`src/rtl/instr_entry_pkg.sv`:
```
// Shared types and widths for the switch/button instruction entry front-end.
package instr_entry_pkg;

  localparam int BYTE_W  = 8;
  localparam int INSTR_W = 2 * BYTE_W;

  // GET_HI : waiting for the press that captures the high byte
  // GET_LO : high byte held, waiting for the low-byte press
  // HOLD   : complete instruction offered, waiting for the core
  typedef enum logic [1:0] {
    GET_HI = 2'd0,
    GET_LO = 2'd1,
    HOLD   = 2'd2
  } entry_state_t;

endpackage

```
`src/rtl/instr_entry_unit_debouncer.sv`:
```
// Push-button conditioning: two-flop synchronizer, run-length debouncer and
// a one-cycle press pulse on the accepted rising edge.
module button_debouncer #(
  parameter int DEBOUNCE_CYCLES = 1000000
) (
  input  logic clk,
  input  logic reset,
  input  logic clk_enable,
  input  logic button,
  output logic press
);

  // The counter only ever holds 0 .. DEBOUNCE_CYCLES-1, so it never wraps.
  localparam int CNT_W = $clog2(DEBOUNCE_CYCLES);
  localparam logic [CNT_W-1:0] CNT_LAST = CNT_W'(DEBOUNCE_CYCLES - 1);

  logic             sync_q1;
  logic             sync_q2;
  logic             level_q;
  logic [CNT_W-1:0] cnt_q;
  logic             differ;
  logic             reach;

  assign differ = sync_q2 ^ level_q;
  // The count would reach DEBOUNCE_CYCLES on this edge: accept the new level.
  assign reach  = differ && (cnt_q == CNT_LAST);

  // Synchronize, count disagreeing cycles, flip the accepted level on a full run.
  always_ff @(posedge clk or negedge reset) begin
    if (!reset) begin
      sync_q1 <= 1'b0;
      sync_q2 <= 1'b0;
      level_q <= 1'b0;
      cnt_q   <= '0;
    end else if (clk_enable) begin
      sync_q1 <= button;
      sync_q2 <= sync_q1;
      if (!differ || reach) begin
        cnt_q <= '0;
      end else begin
        cnt_q <= cnt_q + CNT_W'(1);
      end
      if (reach) begin
        level_q <= sync_q2;
      end
    end
  end

  // Press fires on the same edge the level flips high, so the capture lines up.
  assign press = clk_enable && reach && sync_q2;

endmodule

```
`src/rtl/instr_entry_unit.sv`:
```
// Assembles two debounced switch-byte entries (high first) into one
// instruction and offers it to the core over valid/ready.
module instr_entry_unit
  import instr_entry_pkg::*;
#(
  parameter int DEBOUNCE_CYCLES = 1000000,
  parameter int INSTR_W         = 16
) (
  input  logic               clk,
  input  logic               reset,
  input  logic               clk_enable,
  input  logic [BYTE_W-1:0]  switches,
  input  logic               button,
  input  logic               instr_ready,
  output logic               instr_valid,
  output logic [INSTR_W-1:0] instr_data,
  output logic [INSTR_W-1:0] entry_leds,
  output logic               busy
);

  entry_state_t        state_q, state_d;
  logic [BYTE_W-1:0]   hi_q, hi_d;
  logic [BYTE_W-1:0]   lo_q, lo_d;
  logic [INSTR_W-1:0]  data_q, data_d;
  logic                press;

  button_debouncer #(
    .DEBOUNCE_CYCLES(DEBOUNCE_CYCLES)
  ) u_debouncer (
    .clk        (clk),
    .reset      (reset),
    .clk_enable (clk_enable),
    .button     (button),
    .press      (press)
  );

  // Next-state and byte-capture decisions; presses in HOLD are simply dropped.
  always_comb begin
    state_d = state_q;
    hi_d    = hi_q;
    lo_d    = lo_q;
    data_d  = data_q;
    unique case (state_q)
      GET_HI: begin
        if (press) begin
          hi_d    = switches;
          lo_d    = '0;
          state_d = GET_LO;
        end
      end
      GET_LO: begin
        if (press) begin
          lo_d    = switches;
          data_d  = {hi_q, switches};
          state_d = HOLD;
        end
      end
      HOLD: begin
        if (instr_ready && clk_enable) begin
          state_d = GET_HI;
        end
      end
      default: state_d = GET_HI;
    endcase
  end

  // State and byte registers; everything freezes while clk_enable is low.
  always_ff @(posedge clk or negedge reset) begin
    if (!reset) begin
      state_q <= GET_HI;
      hi_q    <= '0;
      lo_q    <= '0;
      data_q  <= '0;
    end else if (clk_enable) begin
      state_q <= state_d;
      hi_q    <= hi_d;
      lo_q    <= lo_d;
      data_q  <= data_d;
    end
  end

  // instr_data is only loaded on the low-byte capture, so it cannot move in HOLD.
  assign instr_valid = (state_q == HOLD);
  assign busy        = (state_q == GET_LO);
  assign instr_data  = data_q;
  assign entry_leds  = {hi_q, lo_q};

endmodule

```
`config.mk`:
```
export PLATFORM = sky130hd
export DESIGN_NAME = instr_entry_unit
export DESIGN_NICKNAME = d
export VERILOG_FILES = /design/src/rtl/instr_entry_pkg.sv /design/src/rtl/instr_entry_unit_debouncer.sv /design/src/rtl/instr_entry_unit.sv
export SDC_FILE = /design/constraint.sdc
export NUM_CORES = 1
export LEC_CHECK = 0
export ABC_CLOCK_PERIOD_IN_PS = 2800
export BUFFER_PORTS_ARGS = -buffer_cell sky130_fd_sc_hd__buf_4
export CORE_ASPECT_RATIO = 2
export CORE_MARGIN = 5
export CORE_UTILIZATION = 55
export CTS_CLUSTER_DIAMETER = 120
export CTS_CLUSTER_SIZE = 24
export DETAILED_ROUTE_END_ITERATION = 10
export GPL_ROUTABILITY_DRIVEN = 0
export PLACE_DENSITY = 0.86
export SLEW_MARGIN = 20
export SYNTH_ARGS = -nofsm -noshare
export SYNTH_HDL_FRONTEND = slang
export SYNTH_SLANG_ARGS = --single-unit
```
`constraint.sdc`:
```
create_clock -name clk -period 2.8 [get_ports clk]
set_input_delay 0.14 -clock clk [delete_from_list [all_inputs] [get_ports clk]]
set_output_delay 0.14 -clock clk [all_outputs]
set_load 0.02 [all_outputs]
```
==> out/metrics.cfg <==
[outcome]
outcome=finished clean

[critical_path]
regToRegSetupSlack_ns=0.23
cp_top_family=simple AND/OR/NAND/NOR gates
critPathBufInv=1
arrival_ns=2.79
cpMostUsedCell=or4_1
crit_path_start_kind=flop
crit_chain=or4_1, or4_1, nor4_4, buf_4, mux2_2
path_max_fanout=8
path_class=reg -> reg
worst_path_max_delay_cell=or4_1
max_stage_delay_ns=0.69
end_kind=flop
worst_ep_required_time_ns=3.02

[placed_design]
io_buffer_count=46
dpl_cell_area_um2=2960
hpwl_mm=4.03
dp_worst_setup_slack_ns=0.235

[power]
internal_power_w=0.00141
p_leak_nw=1.52
pwr-share-seq=0.473
ir_worst_vdd_mv=0.531
power_switching_w=0.000406
swShare=0.224
pwr-share-comb=0.061
p_per_area_nw_per_um2=568
clkPwrFrac=0.466

[finish]
area_delta_synth_final_pct=24.9
layout_commonest_cell=dfrtp_1
num-nets-final=285
finalInstanceArea_um2=3190
layout_common_cells=dfrtp_1, buf_4, mux2_2, nand2_1, a21oi_1
diodes=0
drive_gt1_frac=0.341

[yosys]
seq_area_frac_synth=0.558
synth-edff-count=0
syn_area_per_cell_um2=11.7
netlist.area_leader.share=0.558
synthArstFlopShare=1.00
synth_top_flop_cell=dfrtp_1
synthesis.area_um2=2560
synth_seq_cells=57
synthCells=218
syn_nets=232
yosysTopAreaCell=dfrtp_1
yosysUniqueCellTypes=35
synth_area_leaders=dfrtp_1, mux2_2, xnor2_1, nand2_1, a21oi_1
ys_warn_count=0

[drt]
wire_per_inst_um=16.8
dr.first_iter.drc_count=53
drt-vias-per-instance=5.94
first_pass_iters=4
via_count=1967
ant_nets=0
wl_mm=5.57
drc=0

[floorplanning]
die_h_um=106
start_util=0.561
boundaryPins=47
die_width_um=58.2
rows=35
dieArea_um2=6190
core_area_um2=4550

[clocking]
cts_hold_buf=1
clk_latency_ns=0.34
cts_buffers=9
htree_levels=3
cts_tree=built
clk_path_buf_depth=2
cts_resized=0
post_cts_buffers=0
ctsRootBufferMaster=clkbuf_8
numClockSinks=57
clk_pin_slew_ns=0.07

[timing]
rsz0062_at_grt=false
hold_violations=0
setup_violations=0
min_period_ns=2.57
fin_ws_ns=0.231
worstMarginPinSlew_ns=0.697
skew_ns=0.00943
period_share=0.917
fmax_ghz=0.389
tns_ns=0
hold_slack_ns=0.0325
drv_slew=0
slew-limit-headroom=0.535

[global_routing]
grt_usage=0.200
grt_pass1_vias=1990
antenna_found_initial=0
grt_pass1_wl_mm=9.29
grt_max_degree=58
grt_overflow=0

[hold_path]
hp-class=in -> reg

[flow_run]
cap_viol_max_count=0

==> metrics by stage <==
| step | total power [W] | cells | utilization |
|---|---|---|---|
| 4_1_cts | 0.00183 | 331 | 0.701 |
| 3_3_place_gp | 0.000980 | 314 | 0.650 |
| 6_report | 0.00181 | 331 | 0.701 |
| 5_1_grt | 0.00189 | 331 | 0.701 |
| 2_1_floorplan | 0.000921 | 218 | - |
| 3_5_place_dp | 0.000984 | 314 | 0.650 |
==> synthesized netlist by cell type, drive strengths merged (4+ instances only) <==
library cell / count
a21oi: 12
a22o: 4
a22oi: 6
clkbuf: 7
dfrtp: 57
inv: 11
mux2: 26
mux2i: 4
nand2: 17
nand3: 6
nand4: 5
nor2: 5
nor4: 7
o21ai: 7
or3: 5
or4: 7
xnor2: 10
==> flip-flops by register name, summed over array words and instances (netlist names) <==
| name | cells |
|---|---|
| lo_q | 8 |
| u_debouncer.sync_q1 | 1 |
| hi_q | 8 |
| u_debouncer.cnt_q | 20 |
| state_q | 2 |
| u_debouncer.sync_q2 | 1 |
| instr_data | 16 |
| u_debouncer.level_q | 1 |
==> worst reg2reg max path, cell delays in order (launching register included) <==
cell and delay, ns:
dfrtp_1 0.43, or4_1 0.55, or4_1 0.69, nor4_4 0.25
buf_4 0.20, mux2_2 0.34
==> routing by layer <==
metal,global-route usage,part of all wire,up-vias
li1,-,-,904
met1,0.211,0.36,996
met2,0.343,0.56,50
met3,0.0474,0.041,17
met4,0.128,0.039,0
met5,0,0,-
==> cells by family (layout without fill, tap and decap cells) <==
| group | after synthesis | in the layout | synth area share |
|---|---|---|---|
| flip-flops | 57 | 57 | 0.558 |
| multiplexers | 30 | 30 | 0.130 |
| adder cells (fa/ha/maj) | 1 | 1 | 0.00489 |
| AND/OR/NAND/NOR | 62 | 62 | 0.141 |
| AO/OA/AOI/OAI | 35 | 35 | 0.0896 |
| XOR/XNOR | 13 | 13 | 0.0445 |
| buffers and inverters | 20 | 78 | 0.0313 |
==> path summary, 6_finish.rpt <==
path                                             from                     to  cells after the start
min in group asynchronous                       reset  u_debouncer.cnt_q[16]                      2
worst max-delay path            u_debouncer.cnt_q[10]                hi_q[1]                      5
worst min register to register    u_debouncer.sync_q1    u_debouncer.sync_q2                      2
max in group asynchronous                       reset   u_debouncer.cnt_q[1]                      2
worst min-delay path                           button    u_debouncer.sync_q1                      2
worst max register to register  u_debouncer.cnt_q[10]                hi_q[1]                      5
==> power by group through the flow <==
stage / clock (W) / sequential [W] / combinational [W]
2_1_floorplan: 0 / 0.000879 / 0.0000416
3_3_place_gp: 0 / 0.000871 / 0.000109
3_5_place_dp: 0 / 0.000872 / 0.000112
4_1_cts: 0.000857 / 0.000857 / 0.000114
5_1_grt: 0.000905 / 0.000859 / 0.000125
6_report: 0.000845 / 0.000857 / 0.000111
==> area by class of cell <==
cell class              count  area (um^2)
fillers                   361         1360
clock buffers              11          141
flip-flops and latches     57         1430
clock inverters             5         78.8
repair buffers             51          385
multi-input cells         141         1050
inverters                  11         41.3
well taps                  55         68.8
Note: power is estimated with default switching activity, not from simulation.
